==> src/rtl/duck_sprite_gen.sv <==
// duck_sprite_gen
//   Owns one duck: flight FSM, position and animation frame, all advanced once
//   per video frame (rising edge of frame_clk). Every pixel clock it maps the
//   current DrawX/DrawY to is_duck and a duckROM address for color_mapper, and
//   it reports escape / kill events to the game controller.
//
// Ports
//   Clk          system clock, rising-edge active
//   Reset        asynchronous, active-high; clears all state
//   frame_clk    vsync-derived level; rising edge = frame tick
//   state[1:0]   game state: 00 title, 01/10 in game, 11 over
//   shot         one-cycle pulse: the shooter hit this duck
//   DrawX/DrawY  current pixel coordinates
//   is_duck      registered: current pixel is inside the sprite box
//   duck_addr    registered: {af, row, col} into duckROM, 0 outside the box
//   duck_x/y     sprite top-left corner
//   duck_escaped one-cycle pulse as an escaping duck returns to IDLE
//   duck_dead    one-cycle pulse as a falling duck returns to IDLE
module duck_sprite_gen #(
  parameter int FLY_FRAMES = 600,
  parameter int HIT_FRAMES = 30,
  parameter int SPR        = 64,
  parameter int X_MAX      = 575,
  parameter int Y_GROUND   = 416
) (
  input  logic        Clk,
  input  logic        Reset,
  input  logic        frame_clk,
  input  logic [1:0]  state,
  input  logic        shot,
  input  logic [9:0]  DrawX,
  input  logic [9:0]  DrawY,
  output logic        is_duck,
  output logic [15:0] duck_addr,
  output logic [9:0]  duck_x,
  output logic [9:0]  duck_y,
  output logic        duck_escaped,
  output logic        duck_dead
);

  typedef enum logic [2:0] {S_IDLE, S_FLY, S_ESCAPE, S_HIT, S_FALL} fsm_t;

  localparam int                 SPR_W     = $clog2(SPR);
  localparam logic [9:0]         X_SPAWN   = 10'd288;
  localparam logic [9:0]         Y_GND     = 10'(Y_GROUND);
  localparam logic [9:0]         FALL_LIM  = 10'(Y_GROUND - 3);
  localparam logic [9:0]         FLY_LAST  = 10'(FLY_FRAMES - 1);
  localparam logic [9:0]         HIT_LAST  = 10'(HIT_FRAMES - 1);
  localparam logic [9:0]         SPR_L     = 10'(SPR);
  localparam logic signed [10:0] X_MAX_S   = 11'(X_MAX);
  localparam logic signed [10:0] Y_GND_S   = 11'(Y_GROUND);

  fsm_t              fsm_q, fsm_d;
  logic [9:0]        x_q, x_d, y_q, y_d, cnt_q, cnt_d;
  logic signed [2:0] vx_q, vx_d, vy_q, vy_d;
  logic [2:0]        af_q, af_d, af_cyc;
  logic              dir_q, dir_d;   // 0: next spawn flies right
  logic              esc_d, dead_d;
  logic              fc_d, tick, in_game;
  logic signed [10:0] nx, ny;
  logic [9:0]        dx, dy;
  logic              hit_box;

  assign tick    = frame_clk & ~fc_d;
  assign in_game = (state == 2'b01) || (state == 2'b10);

  // Positions are unsigned 10-bit; widen to 11-bit signed so a step past
  // either edge shows up as negative or above the limit.
  assign nx = $signed({1'b0, x_q}) + $signed({{8{vx_q[2]}}, vx_q});
  assign ny = $signed({1'b0, y_q}) + $signed({{8{vy_q[2]}}, vy_q});

  // Wing-beat frame for FLY/ESCAPE: 0 -> 1 -> 2 -> 0, one step every 8 ticks.
  assign af_cyc = (cnt_q[2:0] != 3'd7) ? af_q :
                  (af_q >= 3'd2)       ? 3'd0 : af_q + 3'd1;

  // NOTE: every always_comb output gets a default first so no path can leave
  // it unassigned and infer a latch.
  always_comb begin
    fsm_d  = fsm_q;
    x_d    = x_q;
    y_d    = y_q;
    vx_d   = vx_q;
    vy_d   = vy_q;
    af_d   = af_q;
    dir_d  = dir_q;
    cnt_d  = cnt_q;
    esc_d  = 1'b0;
    dead_d = 1'b0;

    if (!in_game) begin
      // Leaving the game drops straight to IDLE without any event.
      fsm_d = S_IDLE;
      cnt_d = '0;
    end else begin
      case (fsm_q)
        S_IDLE: if (tick) begin
          fsm_d = S_FLY;
          cnt_d = '0;
          x_d   = X_SPAWN;
          y_d   = Y_GND;
          vy_d  = -3'sd1;
          vx_d  = dir_q ? -3'sd2 : 3'sd2;
          dir_d = ~dir_q;
          af_d  = 3'd0;
        end

        S_FLY: if (shot) begin
          // A shot on a tick wins: the duck freezes where it is.
          fsm_d = S_HIT;
          cnt_d = '0;
          af_d  = 3'd3;
        end else if (tick) begin
          if (nx[10]) begin
            x_d  = '0;
            vx_d = -vx_q;
          end else if (nx > X_MAX_S) begin
            x_d  = X_MAX_S[9:0];
            vx_d = -vx_q;
          end else begin
            x_d = nx[9:0];
          end
          if (ny[10]) begin
            y_d  = '0;
            vy_d = -vy_q;
          end else if (ny > Y_GND_S) begin
            y_d  = Y_GND;
            vy_d = -vy_q;
          end else begin
            y_d = ny[9:0];
          end
          af_d = af_cyc;
          if (cnt_q == FLY_LAST) begin
            fsm_d = S_ESCAPE;
            cnt_d = '0;
          end else begin
            cnt_d = cnt_q + 10'd1;
          end
        end

        S_ESCAPE: if (shot) begin
          fsm_d = S_HIT;
          cnt_d = '0;
          af_d  = 3'd3;
        end else if (tick) begin
          vx_d  = 3'sd0;
          af_d  = af_cyc;
          cnt_d = cnt_q + 10'd1;
          if (y_q <= 10'd3) begin
            y_d   = '0;
            esc_d = 1'b1;
            fsm_d = S_IDLE;
          end else begin
            y_d = y_q - 10'd3;
          end
        end

        S_HIT: if (tick) begin
          if (cnt_q == HIT_LAST) begin
            fsm_d = S_FALL;
            cnt_d = '0;
            af_d  = 3'd4;
          end else begin
            cnt_d = cnt_q + 10'd1;
          end
        end

        S_FALL: if (tick) begin
          cnt_d = cnt_q + 10'd1;
          if (cnt_q[1:0] == 2'd3) af_d = (af_q == 3'd4) ? 3'd5 : 3'd4;
          if (y_q >= FALL_LIM) begin
            y_d    = Y_GND;
            dead_d = 1'b1;
            fsm_d  = S_IDLE;
          end else begin
            y_d = y_q + 10'd3;
          end
        end

        default: fsm_d = S_IDLE;
      endcase
    end
  end

  // Unsigned 10-bit differences wrap for pixels left of / above the sprite,
  // so a single "< SPR" test covers both sides of the box.
  assign dx      = DrawX - x_q;
  assign dy      = DrawY - y_q;
  assign hit_box = (dx < SPR_L) && (dy < SPR_L) && (fsm_q != S_IDLE);

  // NOTE: sequential state uses non-blocking assignments so every register
  // samples the pre-edge values regardless of statement order.
  always_ff @(posedge Clk or posedge Reset) begin
    if (Reset) begin
      fc_d         <= 1'b0;
      fsm_q        <= S_IDLE;
      cnt_q        <= '0;
      x_q          <= X_SPAWN;
      y_q          <= Y_GND;
      vx_q         <= 3'sd0;
      vy_q         <= 3'sd0;
      af_q         <= 3'd0;
      dir_q        <= 1'b0;
      duck_escaped <= 1'b0;
      duck_dead    <= 1'b0;
      is_duck      <= 1'b0;
      duck_addr    <= '0;
    end else begin
      fc_d         <= frame_clk;
      fsm_q        <= fsm_d;
      cnt_q        <= cnt_d;
      x_q          <= x_d;
      y_q          <= y_d;
      vx_q         <= vx_d;
      vy_q         <= vy_d;
      af_q         <= af_d;
      dir_q        <= dir_d;
      duck_escaped <= esc_d;
      duck_dead    <= dead_d;
      is_duck      <= hit_box;
      duck_addr    <= hit_box ? {1'b0, af_q, dy[SPR_W-1:0], dx[SPR_W-1:0]} : '0;
    end
  end

  assign duck_x = x_q;
  assign duck_y = y_q;

endmodule

==> config.mk <==
export PLATFORM = sky130hd
export DESIGN_NAME = duck_sprite_gen
export DESIGN_NICKNAME = d
export VERILOG_FILES = /design/src/rtl/duck_sprite_gen.sv
export SDC_FILE = /design/constraint.sdc
export NUM_CORES = 1
export LEC_CHECK = 0
export BUFFER_PORTS_ARGS = -buffer_cell sky130_fd_sc_hd__buf_2
export CAP_MARGIN = 20
export CORE_UTILIZATION = 55
export CTS_CLUSTER_SIZE = 30
export DETAILED_ROUTE_END_ITERATION = 16
export PLACE_DENSITY = 0.85
export SKIP_LAST_GASP = 1
export SYNTH_ARGS = -nofsm -noshare
export SYNTH_HDL_FRONTEND = slang
export SYNTH_SLANG_ARGS = --single-unit
==> constraint.sdc <==
create_clock -name Clk -period 7.2 [get_ports Clk]
set_input_delay 0.72 -clock Clk [delete_from_list [all_inputs] [get_ports Clk]]
set_output_delay 0.72 -clock Clk [all_outputs]
set_load 0.01 [all_outputs]
==> results by group <==
Clocking
  • TritonCTS clock tree: yes
  • Cts repair resizes: 0
  • Max Root-Sink Buffers: 2
  • Root Buffer: clkbuf_8
  • Clock Latency Late Sink: between 0.3 and 0.4 ns
  • Reg clk slew, reported paths: 0.07 ns
  • Num Clock Sinks: 62
  • CTS buffer count: 9
  • H-tree levels: 3
  • Post CTS Setup Buffer Count: 0
  • CTS Hold Bufs: 0

STA
  • Fmax: around 300 MHz
  • Final Skew: 0.007567 ns
  • Slew at the pin closest to its max-slew limit: 0.7958 ns
  • Unrepaired setup endpoints after global routing: no
  • Final hold violation count: 0
  • Sum Neg Setup Slack: 0 ns
  • Min Hold Slack: about 0.49 ns
  • Fin crit period: ~3.3 ns
  • # setup viols final: 0
  • Slew Limit Fails: 0
  • PnR worst setup slack: 3.904 ns
  • Final worst-path cycle share: 45.78%
  • Slew HR: 46.94%

Pwr
  • VDD IR max: 0.2092 mV
  • Static Leak: about 2.7 nW
  • Cell Pwr Density: 440.3 nW/um^2

Routing
  • Router iterations before antenna repair: 7
  • Number of vias per cell: ~6.2
  • Initial drt markers: 464
  • Routed Antenna Nets: 0
  • Drt total wl: 13070 um
  • DR top layer: met4
  • Avg WL per Cell: 16.34 um
  • Metal2 WL: 6257 um
  • DRT met1 WL: 5687 um
  • Via count: 4993
  • Met3 WL: 784 um
  • DRC viols: 0

Synth
  • Cell count after synthesis: between 600 and 700
  • Part of the Yosys area used for sequential elements: 29.96%
  • Post-Synthesis Cell Area: 5199 um^2
  • Count of cell types in the netlist: 73
  • Syn avg cell area: 8.318 um^2
  • Synth area leader: dfrtp_1
  • Ys Warns: 0
  • Synth top area share: 27.44%
  • EDFF count, synth: 0
  • #FFs+latches synth: 62
  • Synth area leaders: dfrtp_1 27%, ha_1 12%, a21oi_1 4.6%
  • Main flop type after synthesis: dfrtp_1
  • Mapped Nets: 704
  • Async SR Flop Fraction: 100.0%

Critical path
  • CP Launch Type: register
  • Critical Path Fanout Max: 13
  • CP endpoint kind: register
  • Worst R2R Setup Slack: ~4 ns
  • Worst Path Required: 7.45 ns
  • Crit path kind: reg -> reg
  • Arrival @ worst endpoint: 3.55 ns

Status
  • Status: finished clean

Layout
  • Syn-to-layout area delta: 10.88%
  • Post-route cell area: 5764 um^2
  • Nets@finish: 763
  • Share of post-route cells with drive strength above 1: 14.08%
  • N_diodes: 0

Placed design
  • IO buf count: 63
  • Setup WS pre-CTS: 3.625 ns
  • Post-DP HPWL: ~9600 um
  • Final GP Congestion: 0.9046
  • Area after DPL: approximately 5600 um^2

Floorplan
  • Row Count: 35
  • I/O pin count: 65
  • Die X: 99.22 um
  • CORE AREA: between 9000 and 10000 um^2
  • Die area: approximately 10000 um^2
  • Initial Util: 56.53%
  • Chip height: 99.22 um

Global routing
  • First-pass GRT wire length: 21980 um
  • Grt ovf: 0
  • Overall Global Routing Usage: 27.52%
  • Largest net degree at the start of global routing: 63
  • Antenna violations before repair: 0
  • Vias in the first global route: 4705

Worst hold path
  • Worst hold path class: reg -> reg

Job
  • Max-cap violation count: 0
[layer usage]
metal	vias to the layer above	track usage, %
met4	0	11.43
met5	-	0
met3	37	3.935
met2	215	45.78
met1	2346	36.00
li1	2395	-
[state kept, by name (all words and copies together), names as in the netlist]
signal	cells
af_q	3
cnt_q	10
dir_q	1
duck_x	10
vy_q	3
duck_dead	1
is_duck	1
fc_d	1
duck_y	10
duck_addr	15
fsm_q	3
vx_q	3
duck_escaped	1
[report_power, final]
part           internal (W)  switching [W]
Combinational      0.000697       0.000966
Sequential         0.000428       0.000154
Clock              0.000158       0.000135
[critical path, stage by stage, from the launching register on]
cell	delay (ns)
dfrtp_1	0.60
ha_1	0.25
inv_1	0.06
fa_1	0.40
a21o_1	0.17
a21oi_1	0.21
o21ai_0	0.11
a21o_1	0.19
or2_2	0.26
o21ai_0	0.07
o2111ai_1	0.39
buf_4	0.32
nor3_1	0.17
[cell type report]
cell class                 count  area (um^2)
timing repair buffer          66        337.8
multi-input combinational    499         3376
clock buffer                  11        131.4
tap                          111        138.9
sequential                    62         1558
fill                         765         3432
clock inverter                 5        50.05
inverter                      46        172.7
[synth_stat cells, types with 4 or more instances]
library cell / instances
o21a_1: 10
nor2b_1: 11
nand3_1: 15
xnor2_1: 26
nand4_1: 6
o21ai_1: 7
nor2_1: 52
nor3_1: 29
nand2_1: 46
fa_1: 4
a211o_1: 5
dfrtp_1: 57
o22ai_1: 5
a21o_1: 11
or2_2: 4
o211ai_1: 5
ha_1: 49
a211oi_1: 8
nand2b_1: 10
clkbuf_1: 11
nor4b_1: 4
a21oi_1: 48
xor2_1: 7
dfstp_2: 5
a22oi_1: 5
mux2i_1: 4
nor4_1: 4
inv_1: 46
o21ai_0: 48
a22o_1: 4
and3_1: 12
[kinds of logic (layout without fill, tap and decap cells)]
| logic type | count (synthesis) | count (layout) | share of synthesized area (%) |
|---|---|---|---|
| AOI/OAI and AO/OA | 192 | 192 | 23.78 |
| adders and majority gates | 53 | 53 | 13.33 |
| muxes | 5 | 5 | 0.9868 |
| DFF | 62 | 62 | 29.96 |
| buffers and inverters | 64 | 128 | 5.102 |
| other | 1 | 1 | 0.07213 |
| xor gates and xnor gates | 33 | 33 | 5.560 |
| and+or+nand+nor | 215 | 215 | 21.20 |
[placed cells by master (no fill, tap or decap), types with 4 or more instances in the layout]
cell	instances
buf_2	63
dfrtp_1	57
nor2_1	52
ha_1	49
a21oi_1	48
o21ai_0	48
nand2_1	46
inv_1	45
nor3_1	29
xnor2_1	26
nand3_1	15
and3_1	12
nor2b_1	11
a21o_1	11
nand2b_1	10
o21a_1	10
clkbuf_8	9
a211oi_1	8
o21ai_1	7
xor2_1	7
nand4_1	6
a211o_1	5
a22oi_1	5
o211ai_1	5
o22ai_1	5
dfstp_2	5
or2_2	4
nor4_1	4
nor4b_1	4
mux2i_1	4
a22o_1	4
fa_1	4
clkinv_2	4
[stage by stage]
step           utilization [%]  instances  power, W
4_1_cts                  62.60        799  0.002513
3_3_place_gp             60.63        783  0.002133
5_1_grt                  62.68        800  0.002766
2_1_floorplan                -        625  0.001854
3_5_place_dp             60.63        783  0.002203
6_report                 62.68        800  0.002538
[final timing paths]
check                                      startpoint                      to  depth (start not counted)
worst max-delay path            duck_y[0]$_DFFE_PP0P_  duck_addr[9]$_DFF_PP0_                         12
worst min-delay path                dir_q$_DFFE_PP0P_       dir_q$_DFFE_PP0P_                          1
worst max register to register  duck_y[0]$_DFFE_PP0P_  duck_addr[9]$_DFF_PP0_                         12
worst min register to register      dir_q$_DFFE_PP0P_       dir_q$_DFFE_PP0P_                          1
max in group asynchronous                       Reset    cnt_q[4]$_DFFE_PP0P_                          3
min in group asynchronous                       Reset  duck_addr[7]$_DFF_PP0_                          3
Note: power is estimated with default switching activity, not from simulation.
